## config.mk

```make
export PLATFORM = sky130hd
export DESIGN_NAME = seg_scan_driver
export DESIGN_NICKNAME = d
export VERILOG_FILES = /design/src/rtl/seg_scan_pkg.sv /design/src/rtl/seg_phase_counter.sv /design/src/rtl/seg_scan_driver.sv
export SDC_FILE = /design/constraint.sdc
export NUM_CORES = 1
export LEC_CHECK = 0
export CORE_ASPECT_RATIO = 1.75
export CORE_MARGIN = 2
export CORE_UTILIZATION = 30
export CTS_CLUSTER_DIAMETER = 150
export DETAILED_ROUTE_END_ITERATION = 10
export PLACE_DENSITY = 0.45
export SETUP_SLACK_MARGIN = 0.2
export SLEW_MARGIN = 20
export SYNTH_ARGS = -nofsm -noshare
export SYNTH_HDL_FRONTEND = slang
export SYNTH_SLANG_ARGS = --single-unit
```

## constraint.sdc

```tcl
create_clock -name clk -period 4.4 [get_ports clk]
set_clock_uncertainty 0.05 [all_clocks]
set_input_delay 0.88 -clock clk [delete_from_list [all_inputs] [get_ports clk]]
set_output_delay 0.88 -clock clk [all_outputs]
set_load 0.01 [all_outputs]
```

## src/rtl/seg_scan_pkg.sv

```systemverilog
// Shared types and polarity helpers for the
// two-digit multiplexed 7-segment scanner.
package seg_scan_pkg;

  localparam int SEG_W = 7;
  localparam int DIG_W = 2;

  typedef enum logic [2:0] {
    IDLE   = 3'd0,
    BLANK0 = 3'd1,
    SHOW0  = 3'd2,
    BLANK1 = 3'd3,
    SHOW1  = 3'd4
  } state_e;

  // Logical (active-high) patterns before polarity.
  localparam logic [SEG_W-1:0] SEG_NONE = '0;
  localparam logic [DIG_W-1:0] DIG_NONE = 2'b00;
  localparam logic [DIG_W-1:0] DIG_D0   = 2'b01;
  localparam logic [DIG_W-1:0] DIG_D1   = 2'b10;

  function automatic logic [SEG_W-1:0] seg_drive(
    input logic             act_low,
    input logic [SEG_W-1:0] pat
  );
    return act_low ? ~pat : pat;
  endfunction

  function automatic logic [DIG_W-1:0] dig_drive(
    input logic             act_low,
    input logic [DIG_W-1:0] pat
  );
    return act_low ? ~pat : pat;
  endfunction

  function automatic logic [SEG_W-1:0] seg_off(
    input logic act_low
  );
    return seg_drive(act_low, SEG_NONE);
  endfunction

  function automatic logic [DIG_W-1:0] dig_off(
    input logic act_low
  );
    return dig_drive(act_low, DIG_NONE);
  endfunction

endpackage

```

## src/rtl/seg_phase_counter.sv

```systemverilog
// Phase counter: clears on request, counts up and
// holds at the terminal value so it never wraps.
module seg_phase_counter #(
  parameter int W = 16
) (
  input  logic         clk,
  input  logic         rst_n,
  input  logic         i_clr,
  input  logic [W-1:0] i_len_m1,
  output logic         o_tc
);

  logic [W-1:0] r_cnt;
  logic         w_tc;

  assign w_tc = (r_cnt == i_len_m1);
  assign o_tc = w_tc;

  always_ff @(posedge clk or negedge rst_n) begin
    if (!rst_n) begin
      r_cnt <= '0;
    end else if (i_clr) begin
      r_cnt <= '0;
    end else if (!w_tc) begin
      r_cnt <= r_cnt + W'(1);
    end
  end

endmodule

```

## src/rtl/seg_scan_driver.sv

```systemverilog
// Two-digit 7-segment scan driver with blanking
// between digits and a per-frame input snapshot.
module seg_scan_driver
  import seg_scan_pkg::*;
#(
  parameter int SHOW_CYCLES    = 50000,
  parameter int BLANK_CYCLES   = 1000,
  parameter int SEG_ACTIVE_LOW = 1,
  parameter int DIG_ACTIVE_LOW = 1
) (
  input  logic             clk,
  input  logic             rst_n,
  input  logic             en,
  input  logic [SEG_W-1:0] seg1_in,
  input  logic [SEG_W-1:0] seg2_in,
  output logic [SEG_W-1:0] seg_out,
  output logic [DIG_W-1:0] dig_en,
  output logic             frame_pulse
);

  localparam int MAXC =
    (SHOW_CYCLES > BLANK_CYCLES) ?
    SHOW_CYCLES : BLANK_CYCLES;
  localparam int CW =
    (MAXC > 1) ? $clog2(MAXC) : 1;

  localparam logic [CW-1:0] SHOW_M1 =
    CW'(SHOW_CYCLES - 1);
  localparam logic [CW-1:0] BLANK_M1 =
    CW'(BLANK_CYCLES - 1);

  localparam logic SEG_AL = (SEG_ACTIVE_LOW != 0);
  localparam logic DIG_AL = (DIG_ACTIVE_LOW != 0);

  state_e           r_state;
  state_e           w_next;
  logic [CW-1:0]    w_len_m1;
  logic             w_tc;
  logic             w_clr;
  logic             w_load;

  logic [SEG_W-1:0] r_snap0;
  logic [SEG_W-1:0] r_snap1;
  logic [SEG_W-1:0] r_seg;
  logic [DIG_W-1:0] r_dig;
  logic             r_fp;

  logic [SEG_W-1:0] w_seg_d;
  logic [DIG_W-1:0] w_dig_d;
  logic             w_fp_d;

  always_comb begin
    w_len_m1 = '0;
    unique case (r_state)
      BLANK0, BLANK1: w_len_m1 = BLANK_M1;
      SHOW0, SHOW1:   w_len_m1 = SHOW_M1;
      default:        w_len_m1 = '0;
    endcase
  end

  seg_phase_counter #(
    .W (CW)
  ) u_phase (
    .clk      (clk),
    .rst_n    (rst_n),
    .i_clr    (w_clr),
    .i_len_m1 (w_len_m1),
    .o_tc     (w_tc)
  );

  always_ff @(posedge clk or negedge rst_n) begin
    if (!rst_n) begin
      r_state <= IDLE;
    end else begin
      r_state <= w_next;
    end
  end

  // Dropping en wins over any phase expiry.
  always_comb begin
    w_next = r_state;
    if (!en) begin
      w_next = IDLE;
    end else begin
      unique case (r_state)
        IDLE:    w_next = BLANK0;
        BLANK0:  if (w_tc) w_next = SHOW0;
        SHOW0:   if (w_tc) w_next = BLANK1;
        BLANK1:  if (w_tc) w_next = SHOW1;
        SHOW1:   if (w_tc) w_next = BLANK0;
        default: w_next = IDLE;
      endcase
    end
  end

  assign w_clr  = (w_next != r_state) ||
                  (w_next == IDLE);
  assign w_load = (w_next == BLANK0) &&
                  (r_state != BLANK0);

  // Outputs decode the state being entered.
  always_comb begin
    w_seg_d = seg_off(SEG_AL);
    w_dig_d = dig_off(DIG_AL);
    w_fp_d  = (w_next == BLANK0) &&
              (r_state == SHOW1);
    unique case (w_next)
      SHOW0: begin
        w_seg_d = seg_drive(SEG_AL, r_snap0);
        w_dig_d = dig_drive(DIG_AL, DIG_D0);
      end
      SHOW1: begin
        w_seg_d = seg_drive(SEG_AL, r_snap1);
        w_dig_d = dig_drive(DIG_AL, DIG_D1);
      end
      default: begin
        w_seg_d = seg_off(SEG_AL);
        w_dig_d = dig_off(DIG_AL);
      end
    endcase
  end

  always_ff @(posedge clk or negedge rst_n) begin
    if (!rst_n) begin
      r_snap0 <= '0;
      r_snap1 <= '0;
    end else if (w_load) begin
      r_snap0 <= seg1_in;
      r_snap1 <= seg2_in;
    end
  end

  always_ff @(posedge clk or negedge rst_n) begin
    if (!rst_n) begin
      r_seg <= seg_off(SEG_AL);
      r_dig <= dig_off(DIG_AL);
      r_fp  <= 1'b0;
    end else begin
      r_seg <= w_seg_d;
      r_dig <= w_dig_d;
      r_fp  <= w_fp_d;
    end
  end

  assign seg_out     = r_seg;
  assign dig_en      = r_dig;
  assign frame_pulse = r_fp;

endmodule

```

-- Word-level counts from Yosys, hierarchy flattened
Index checks and enable logic that the tools add are counted.
Widths: inputs -> output; s select.
- add/subtract/negate cells: 1
- equal/unequal tests: 11
- multiplexer cells: 11
- bitwise logic cells: 2
- reductions and logical operators: 7
- operator list (operator ; number):
    $mux 16 ; 2
    $pmux 16 s2 ; 1
    $add 16x1->16 const B ; 1
    $eq 16x16->1 ; 1
    $mux 3 ; 5
    $pmux 3 s5 ; 1
    $not 7->7 ; 2
    $pmux 7 s2 ; 1
    $eq 3x2->1 const B ; 3
    $eq 3x1->1 const B ; 2
    $eq 3x3->1 const B ; 2
    $logic_not 3->1 ; 2
    $pmux 2 s2 ; 1
    $reduce_or 2->1 ; 2
    $ne 3x1->1 const B ; 1
    $ne 3x3->1 ; 1
    $logic_and 1x1->1 ; 2
    $ne 2x1->1 const B ; 1
    $logic_or 1x1->1 ; 1
- register bits after elaboration: 43
- input bits: 17

-- Depth between registers and ports, before layout
Gate-level depths: netlist of run 1.
- depth in word-level cells: 10
- gate-level depth with buffers: 9

-- Modules after synthesis
A second synthesis of run 1 with hierarchy kept.
- cells, all modules: 212
- area total of the unflattened synthesis: 2294.7 um^2
- modules (own cells, without submodules) (module ; instances ; cells an instance ; area each (um^2)):
    seg_scan_driver ; 1 ; 96 ; 1251.2
    seg_phase_counter ; 1 ; 116 ; 1043.5

-- Worst setup path after synthesis of run 1
Ideal clock, no wire load.
- path kind: register to register
- start: register r_state[2]
- end: register r_snap0[3]
- data arrival time: 2.300 ns
- data required time: 4.225 ns
- slack: 1.925 ns
- stages on the path, launching flop included: 9
- buffers on the path: 2
- cell sequence: dfrtp_1 buf_6 xnor2_1 or3_1 a2111o_1 or2_1 a21oi_4 buf_6 mux2_2
- word-level cells in the longest chain between the ends: 9
- elaborated cells on any way between the ends: 18
- RTL lines (element ; RTL line ; RTL):
    start: declaration ; seg_scan_driver.sv:35 ; state_e r_state;
    start signal: assignment ; seg_scan_driver.sv:75 ; r_state <= w_next;
    $eq 3x3->1 (tied with other cells) ; seg_scan_driver.sv:54, seg_scan_driver.sv:85 ;
    $reduce_or 2->1 ; seg_scan_driver.sv:54 ; unique case (r_state)
    $pmux 16 s2 ; seg_scan_driver.sv:54 ;
    $eq 16x16->1 ; seg_phase_counter.sv:16 ; assign w_tc = (r_cnt == i_len_m1);
    $mux 3 (on tied branches) ; -- ;
    $pmux 3 s5 ; seg_scan_driver.sv:85 ; unique case (r_state)
    $mux 3 ; seg_scan_driver.sv:82 ; if (!en) begin
    $eq 3x1->1 ; seg_scan_driver.sv:98 ; assign w_load = (w_next == BLANK0) &&
    $logic_and 1x1->1 * ; seg_scan_driver.sv:98 ;
    end signal: assignment ; seg_scan_driver.sv:128 ; r_snap0 <= seg1_in;
    end: declaration ; seg_scan_driver.sv:42 ; logic [SEG_W-1:0] r_snap0;
Mark *: on every way between the ends. The rest lies on a longest branch, timed or not.
A chain may end at the register's enable or synchronous reset.

-- Worst setup path in the final report of run 1
- start: register r_state[1]
- end: register r_snap0[0]
Same word-level chain as after synthesis.

==> Implementation_results.wiki, run 1 <==
{| class="wikitable"
! Metric !! Value
|-
| Run status || finished, final reports clean
|-
| Cells along the critical path || xnor2_1 > or3_1 > a2111o_1 > or2_1 > a21oi_4 > mux2_2
|-
| Synth cell types || 43
|-
| Detailed-router iteration count before antenna repair || 4
|-
| Endpoint type of the worst setup path || flip-flop
|-
| Number of antenna violations at the first check in global routing || 0
|-
| Number of nets with antenna violations after detailed routing || 0
|-
| Initial detailed-routing violation count || 80
|-
| Number of diodes added for antenna fixing || 0
|-
| Number of resized instances in the post-cts repair step || 0
|-
| Vias post-DR || 1564
|-
| RSZ-0062 raised after global routing || false
|-
| Total chip power || 1.255 mW
|-
| Max-cap violations || 0
|-
| Setup Viol. Count Final || 0
|-
| Detailed-route wire length || 5068 µm
|-
| Number of rows in the core area || 40
|-
| Final RePlAce weighted congestion || 0.7110
|-
| Seq/Total Area, Yosys || 50.55%
|-
| Area leader, netlist || sky130_fd_sc_hd__dfrtp_1
|-
| Async set-or-reset flop fraction in the synthesized netlist || 100.0%
|-
| Cell area after synthesis || 2151 µm²
|-
| Cells after synthesis || 201
|-
| Post-Place Cell Area || 2475 µm²
|-
| Final critical-path setup slack || 1.367 ns
|-
| Peak ir drop on the vdd network || 0.1856 mV
|-
| Pins Over Slew Limit || 0
|-
| Endpoints failing hold || 0
|-
| Non-Filler Cell Area, Final || 2636 µm²
|-
| Pwr dens || 476.2 nW/µm²
|-
| Horiz. Die Dim || 68.01 µm
|-
| Post-CTS setup buffer count || 0
|-
| Number of buffers added by the clock tree synthesis step || 5
|-
| Count of flip-flops with a built-in enable after synthesis || 0
|-
| Overall die area || 7889 µm²
|-
| Clock latency reported for the late side of the worst-skew pair || 0.29 ns
|-
| Worst-path cell with the longest stage delay || sky130_fd_sc_hd__dfrtp_1
|-
| Most used flip-flop cell after synthesis || sky130_fd_sc_hd__dfrtp_1
|-
| Final HPWL DP || 3529 µm
|-
| Syn Nets || 219
|-
| Post-route clock period utilization || 68.93%
|-
| Largest net degree at the start of global routing || 44
|-
| Synth cell count leaders || sky130_fd_sc_hd__dfrtp_1, sky130_fd_sc_hd__nor2_1, sky130_fd_sc_hd__inv_1, sky130_fd_sc_hd__nand2_1, sky130_fd_sc_hd__xor2_1
|-
| Critical path class || reg -> reg
|-
| Total negative slack || 0 ns
|-
| Worst Setup Slack post-DPL || 1.367 ns
|-
| Reg-to-reg slack, setup || 1.37 ns
|-
| Clock tree from TritonCTS || yes
|-
| Delay of the slowest cell on the worst path || 0.63 ns
|-
| Layout cells sized above 1 || 16.37%
|-
| Detailed-route DRC error count || 0
|-
| Sum of overflow across all layers after global routing || 0
|-
| Max Clk Rate || 329.7 MHz
|-
| CTS clock-pin slew for the worst setup and hold paths || 0.06 ns
|-
| Worst EP arrival || 3.15 ns
|-
| Cell chosen for the clock root || sky130_fd_sc_hd__clkbuf_16
|-
| Number of clock sinks || 43
|-
| Buffers from clock root to sink, at most || 2
|-
| Die Y || 116.0 µm
|-
| Count of yosys warnings during synthesis || 0
|-
| First-pass GRT wire length || 8535 µm
|-
| Routed length per placed instance || 16.35 µm
|-
| Worst hold slack || 0.3992 ns
|-
| Number of global-route vias before repair || 1686
|-
| Number of flip-flops and latches in the synthesized netlist || 43
|-
| Gr usage total || 14.91%
|-
| CP Max Fanout || 14
|-
| Most common cell in the synthesized netlist || sky130_fd_sc_hd__dfrtp_1
|-
| Share of the synthesized area in the top cell type || 39.56%
|-
| Area added between synthesis and finish || 22.57%
|-
| Number of I/O pins || 27
|-
| Post-synthesis average cell area || 10.70 µm²
|-
| Slew of the pin with the lowest slew margin || 0.7019 ns
|-
| Main area contributors after synthesis || sky130_fd_sc_hd__dfrtp_1, sky130_fd_sc_hd__dfstp_2, sky130_fd_sc_hd__xor2_1, sky130_fd_sc_hd__o211ai_2, sky130_fd_sc_hd__mux2_2
|-
| Leakage dissipation || 1.101 nW
|-
| Data required time at the worst endpoint || 4.52 ns
|-
| Worst slew margin relative to its limit || 53.08%
|-
| Count of buffering cells on the critical path with inverters included || 0
|-
| H-Tree Depth || 2
|-
| Final-stage net count || 244
|-
| Final period demand of the worst path || 3.033 ns
|-
| Startpoint type of the worst setup path || flip-flop
|-
| Number of hold buffers added after CTS || 0
|-
| Worst min-delay path category || reg -> reg
|-
| Buffers added on ports || 26
|-
| Core footprint || 6907 µm²
|-
| Initial Util || 31.14%
|-
| Via density || 5.045
|-
| Cell family with most CP delay || compound AO/OA/AOI/OAI gates
|}
==> area by class of cell <==
cell class                 count  area [µm²]
fill                         690        4270
sequential                    43        1087
multi-input combinational    136       963.4
timing repair buffer          29       280.3
clock buffer                   6       128.9
tap                           84       105.1
inverter                      11       41.29
clock inverter                 1       30.03
==> path summary, 6_finish.rpt <==
path | start | end | depth (start not counted)
min in group asynchronous | rst_n | r_snap0[5] | 1
min reg2reg | r_snap0[5] | seg_out[5] | 1
max in group asynchronous | rst_n | u_phase.r_cnt[15] | 1
min | r_snap0[5] | seg_out[5] | 1
max reg2reg | r_state[1] | r_snap0[0] | 6
max | r_state[1] | r_snap0[0] | 6
==> layer usage <==
| metal | track usage [%] | share of wire, % |
|---|---|---|
| met4 | 6.133 | 1.9 |
| met2 | 27.83 | 58 |
| met5 | 0 | 0 |
| met1 | 15.29 | 37 |
| met3 | 3.398 | 3.6 |
==> through the flow <==
stage | cells | util [%]
floorplan | 201 | -
global placement | 303 | 35.83
detailed placement | 303 | 35.83
CTS | 310 | 38.13
global route | 310 | 38.17
finish | 310 | 38.17
==> registers in the layout, indices dropped and copies added (netlist names) <==
register / cells
seg_out: 7
r_state: 3
dig_en: 2
u_phase.r_cnt: 16
r_snap0: 7
frame_pulse: 1
r_snap1: 7
==> cells in the final DEF (no fill, tap or decap), types with 2 or more instances in the layout <==
cell type and instances:
sky130_fd_sc_hd__xnor2_1 6, sky130_fd_sc_hd__dfrtp_1 34, sky130_fd_sc_hd__xor2_1 11, sky130_fd_sc_hd__a221o_1 7, sky130_fd_sc_hd__a21oi_1 9, sky130_fd_sc_hd__dfstp_2 9
sky130_fd_sc_hd__o21ai_0 5, sky130_fd_sc_hd__nand2_1 11, sky130_fd_sc_hd__o22ai_1 7, sky130_fd_sc_hd__mux2_2 7, sky130_fd_sc_hd__nand3_1 6, sky130_fd_sc_hd__nand4_1 2
sky130_fd_sc_hd__and3_1 5, sky130_fd_sc_hd__o211ai_1 5, sky130_fd_sc_hd__clkbuf_16 5, sky130_fd_sc_hd__o211ai_2 7, sky130_fd_sc_hd__nor2_1 20, sky130_fd_sc_hd__inv_1 11
sky130_fd_sc_hd__and4_1 2, sky130_fd_sc_hd__or4_1 2, sky130_fd_sc_hd__nor3_1 3, sky130_fd_sc_hd__o211a_1 2, sky130_fd_sc_hd__clkdlybuf4s50_1 25, sky130_fd_sc_hd__buf_4 4
==> power by group <==
group          switching, mW  total (mW)  internal (mW)
logic                  0.177       0.321          0.145
registers             0.0484       0.522          0.473
clock network          0.147       0.412          0.265
total                  0.373        1.26          0.883
==> cells by family after synthesis <==
group                    after synthesis  share of synthesized area, %
XOR/XNOR                              17                         6.922
AND/OR/NAND/NOR                       61                         14.54
AO/OA/AOI/OAI                         49                         18.62
flip-flops                            43                         50.55
multiplexers                           8                         4.131
adder cells (fa/ha/maj)                1                        0.5816
buffers and inverters                 22                         4.654
==> worst register-to-register path, cell delays in order (launching register included) <==
cell                       delay, ns
sky130_fd_sc_hd__dfrtp_1        0.63
sky130_fd_sc_hd__xnor2_1        0.15
sky130_fd_sc_hd__or3_1          0.35
sky130_fd_sc_hd__a2111o_1       0.56
sky130_fd_sc_hd__or2_1          0.34
sky130_fd_sc_hd__a21oi_4        0.44
sky130_fd_sc_hd__mux2_2         0.39
Power figures use the tool's default switching activity.
==> inputs of run 2 (changes only) <==
==> constraint.sdc (replaced) <==
create_clock -name clk -period 3.15 [get_ports clk]
set_clock_uncertainty 0.05 [all_clocks]
set_input_delay 0.63 -clock clk [delete_from_list [all_inputs] [get_ports clk]]
set_output_delay 0.63 -clock clk [all_outputs]
set_load 0.01 [all_outputs]
==> run 2 against run 1 <==
  * Core utilization grew 1.1 points
  * Clock-buffer cell count did not move
  * Combinational power increased by 50%
  * Worst hold slack worse by 0.0019 ns
  * Power is 50% higher
  * Sequential share of layout area shrank 1.1 points
  * Die area unchanged
  * Final area up 2.8%
  * Largest power group unchanged
  * Flip-flop and latch count unchanged
  * Critical path depth stayed put
  * Final cell count is 2.3% higher
==> Implementation_results.wiki, run 2 (synthesis gave the netlist of run 1 again) <==
{| class="wikitable"
! Metric !! Value
|-
| Startpoint type of the worst setup path || flip-flop
|-
| Endpoints failing hold || 0 (unchanged)
|-
| Cells after DPL || 309 (+2.0%)
|-
| Pins Over Slew Limit || 0 (unchanged)
|-
| Number of diodes added for antenna fixing || 0 (unchanged)
|-
| Sum of overflow across all layers after global routing || 0 (unchanged)
|-
| Horiz. Die Dim || 68.01 µm (unchanged)
|-
| Final HPWL DP || 3685 µm (+4.4%)
|-
| H-Tree Depth || 2 (unchanged)
|-
| Clock tree from TritonCTS || yes
|-
| Post-Place Cell Area || 2520 µm² (+1.8%)
|-
| Flip-flop and latch area || 1087 µm² (unchanged)
|-
| Via density || 5.025 (-0.39%)
|-
| Max FFs per register || 16 (unchanged)
|-
| Gr usage total || 15.39% (+0.49 points)
|-
| Total negative slack || 0 ns (unchanged)
|-
| Initial Util || 31.14% (unchanged)
|-
| First-pass GRT wire length || 8714 µm (+2.1%)
|-
| Critical path class || reg -> reg
|-
| Slew of the pin with the lowest slew margin || 0.9494 ns (+0.2475 ns)
|-
| Number of nets with antenna violations after detailed routing || 0 (unchanged)
|-
| Initial detailed-routing violation count || 174 (+120%)
|-
| Final RePlAce weighted congestion || 0.7677 (+8.0%)
|-
| Worst Setup Slack post-DPL || 0.4666 ns (-0.9004 ns)
|-
| Delay of the slowest cell on the worst path || 0.55 ns (-0.08 ns)
|-
| Total of fill cells in the finished design || 699 (+1.3%)
|-
| Number of hold buffers added after CTS || 0 (unchanged)
|-
| Number of clock sinks || 43 (unchanged)
|-
| Number of buffers added by the clock tree synthesis step || 5 (unchanged)
|-
| Final cell count without fillers || 317 (+2.3%)
|-
| Cell chosen for the clock root || sky130_fd_sc_hd__clkbuf_16
|-
| Run status || finished, final reports clean
|-
| Data required time at the worst endpoint || 3.27 ns (-1.25 ns)
|-
| Die Y || 116.0 µm (unchanged)
|-
| Post-route clock period utilization || 84.86% (+16 points)
|-
| Setup Viol. Count Final || 0 (unchanged)
|-
| Max-cap violations || 0 (unchanged)
|-
| Layout cells sized above 1 || 18.88% (+2.5 points)
|-
| Final-stage net count || 250 (+2.5%)
|-
| Worst EP arrival || 2.80 ns (-0.35 ns)
|-
| Detailed-route wire length || 5202 µm (+2.6%)
|-
| Detailed-route DRC error count || 0 (unchanged)
|-
| Detailed-router iteration count before antenna repair || 4 (unchanged)
|-
| Count of buffering cells on the critical path with inverters included || 0 (unchanged)
|-
| CP Max Fanout || 9 (-5)
|-
| Cell family with most CP delay || simple AND/OR/NAND/NOR gates
|-
| Core Util, Final || 39.22% (+1.1 points)
|-
| Final period demand of the worst path || 2.673 ns (-0.3599 ns)
|-
| Max Clk Rate || 374.1 MHz (+13%)
|-
| Vias post-DR || 1593 (+1.9%)
|-
| Post-CTS setup buffer count || 0 (unchanged)
|-
| Cells along the critical path || or4_1 > nor3_1 > mux2i_1 > or2_1 > a21oi_4 > mux2_2
|-
| Number of global-route vias before repair || 1726 (+2.4%)
|-
| Worst hold slack || 0.3973 ns (-0.001913 ns)
|-
| Worst slew margin relative to its limit || 36.71% (-16 points)
|-
| Number of antenna violations at the first check in global routing || 0 (unchanged)
|-
| RSZ-0062 raised after global routing || false
|-
| CTS clock-pin slew for the worst setup and hold paths || 0.06 ns (about the same)
|-
| Total chip power || 1.877 mW (+50%)
|-
| Commonest cells after routing, fill and taps aside || sky130_fd_sc_hd__dfrtp_1, sky130_fd_sc_hd__clkdlybuf4s50_1, sky130_fd_sc_hd__nor2_1
|-
| Area added between synthesis and finish || 25.95%
|-
| Buffers from clock root to sink, at most || 2 (unchanged)
|-
| Worst-path cell with the longest stage delay || sky130_fd_sc_hd__or4_1
|-
| Buffers added on ports || 26 (unchanged)
|-
| Final critical-path setup slack || 0.4770 ns (-0.8901 ns)
|-
| Number of I/O pins || 27 (unchanged)
|-
| Endpoint type of the worst setup path || flip-flop
|-
| Number of rows in the core area || 40 (unchanged)
|-
| Core footprint || 6907 µm² (unchanged)
|-
| Pwr dens || 693.0 nW/µm² (+46%)
|-
| Routed length per placed instance || 16.41 µm (+0.38%)
|-
| Non-Filler Cell Area, Final || 2709 µm² (+2.8%)
|-
| Clock latency reported for the late side of the worst-skew pair || 0.29 ns (about the same)
|-
| Leakage dissipation || 1.144 nW (+3.9%)
|-
| Worst min-delay path category || reg -> reg
|-
| Largest Register || u_phase.r_cnt
|-
| Peak ir drop on the vdd network || 0.2215 mV (+19%)
|-
| Combined area of the multi-input logic cells || 963.4 µm² (unchanged)
|-
| Overall die area || 7889 µm² (unchanged)
|-
| Commonest non-fill, non-tap cell in the layout || sky130_fd_sc_hd__dfrtp_1
|-
| Largest net degree at the start of global routing || 44 (unchanged)
|-
| Number of resized instances in the post-cts repair step || 0 (unchanged)
|}
## run 2: cell count changes in the layout (fill, tap and decap cells not counted), sizes merged
cell / previous run / this run
buf: 4 / 10
bufinv: 1 / 2
## run 2: path summary, 6_finish.rpt
check	startpoint	slack, ns	end	cells past startpoint
min reg2reg	r_snap0[0]	0.40	seg_out[0]	1
min in group asynchronous	rst_n	0.44	r_snap0[5]	1
max in group asynchronous	rst_n	2.02	u_phase.r_cnt[15]	1
max	u_phase.r_cnt[6]	0.48	r_snap0[2]	6
min	r_snap0[0]	0.40	seg_out[0]	1
max reg2reg	u_phase.r_cnt[6]	0.48	r_snap0[2]	6
## run 2: power breakdown
part,internal [mW],switching (mW)
registers,0.661,0.0617
logic,0.225,0.258
clock network,0.455,0.217
total,1.34,0.536
## run 2: cell type report
class | instances | area share (%)
clock buffers | 6 | 4.758
clock inverters | 2 | 2.217
inverters | 11 | 1.524
multi-input cells | 136 | 35.57
flip-flops and latches | 43 | 40.14
well taps | 84 | 3.880
repair buffers | 35 | 11.92
## run 2: routing by layer
layer / routed length, µm / GRT usage, %
met1: 1987 / 16.32
met2: 2972 / 28.09
met3: 159 / 3.398
met4: 83 / 6.667
met5: 0 / 0
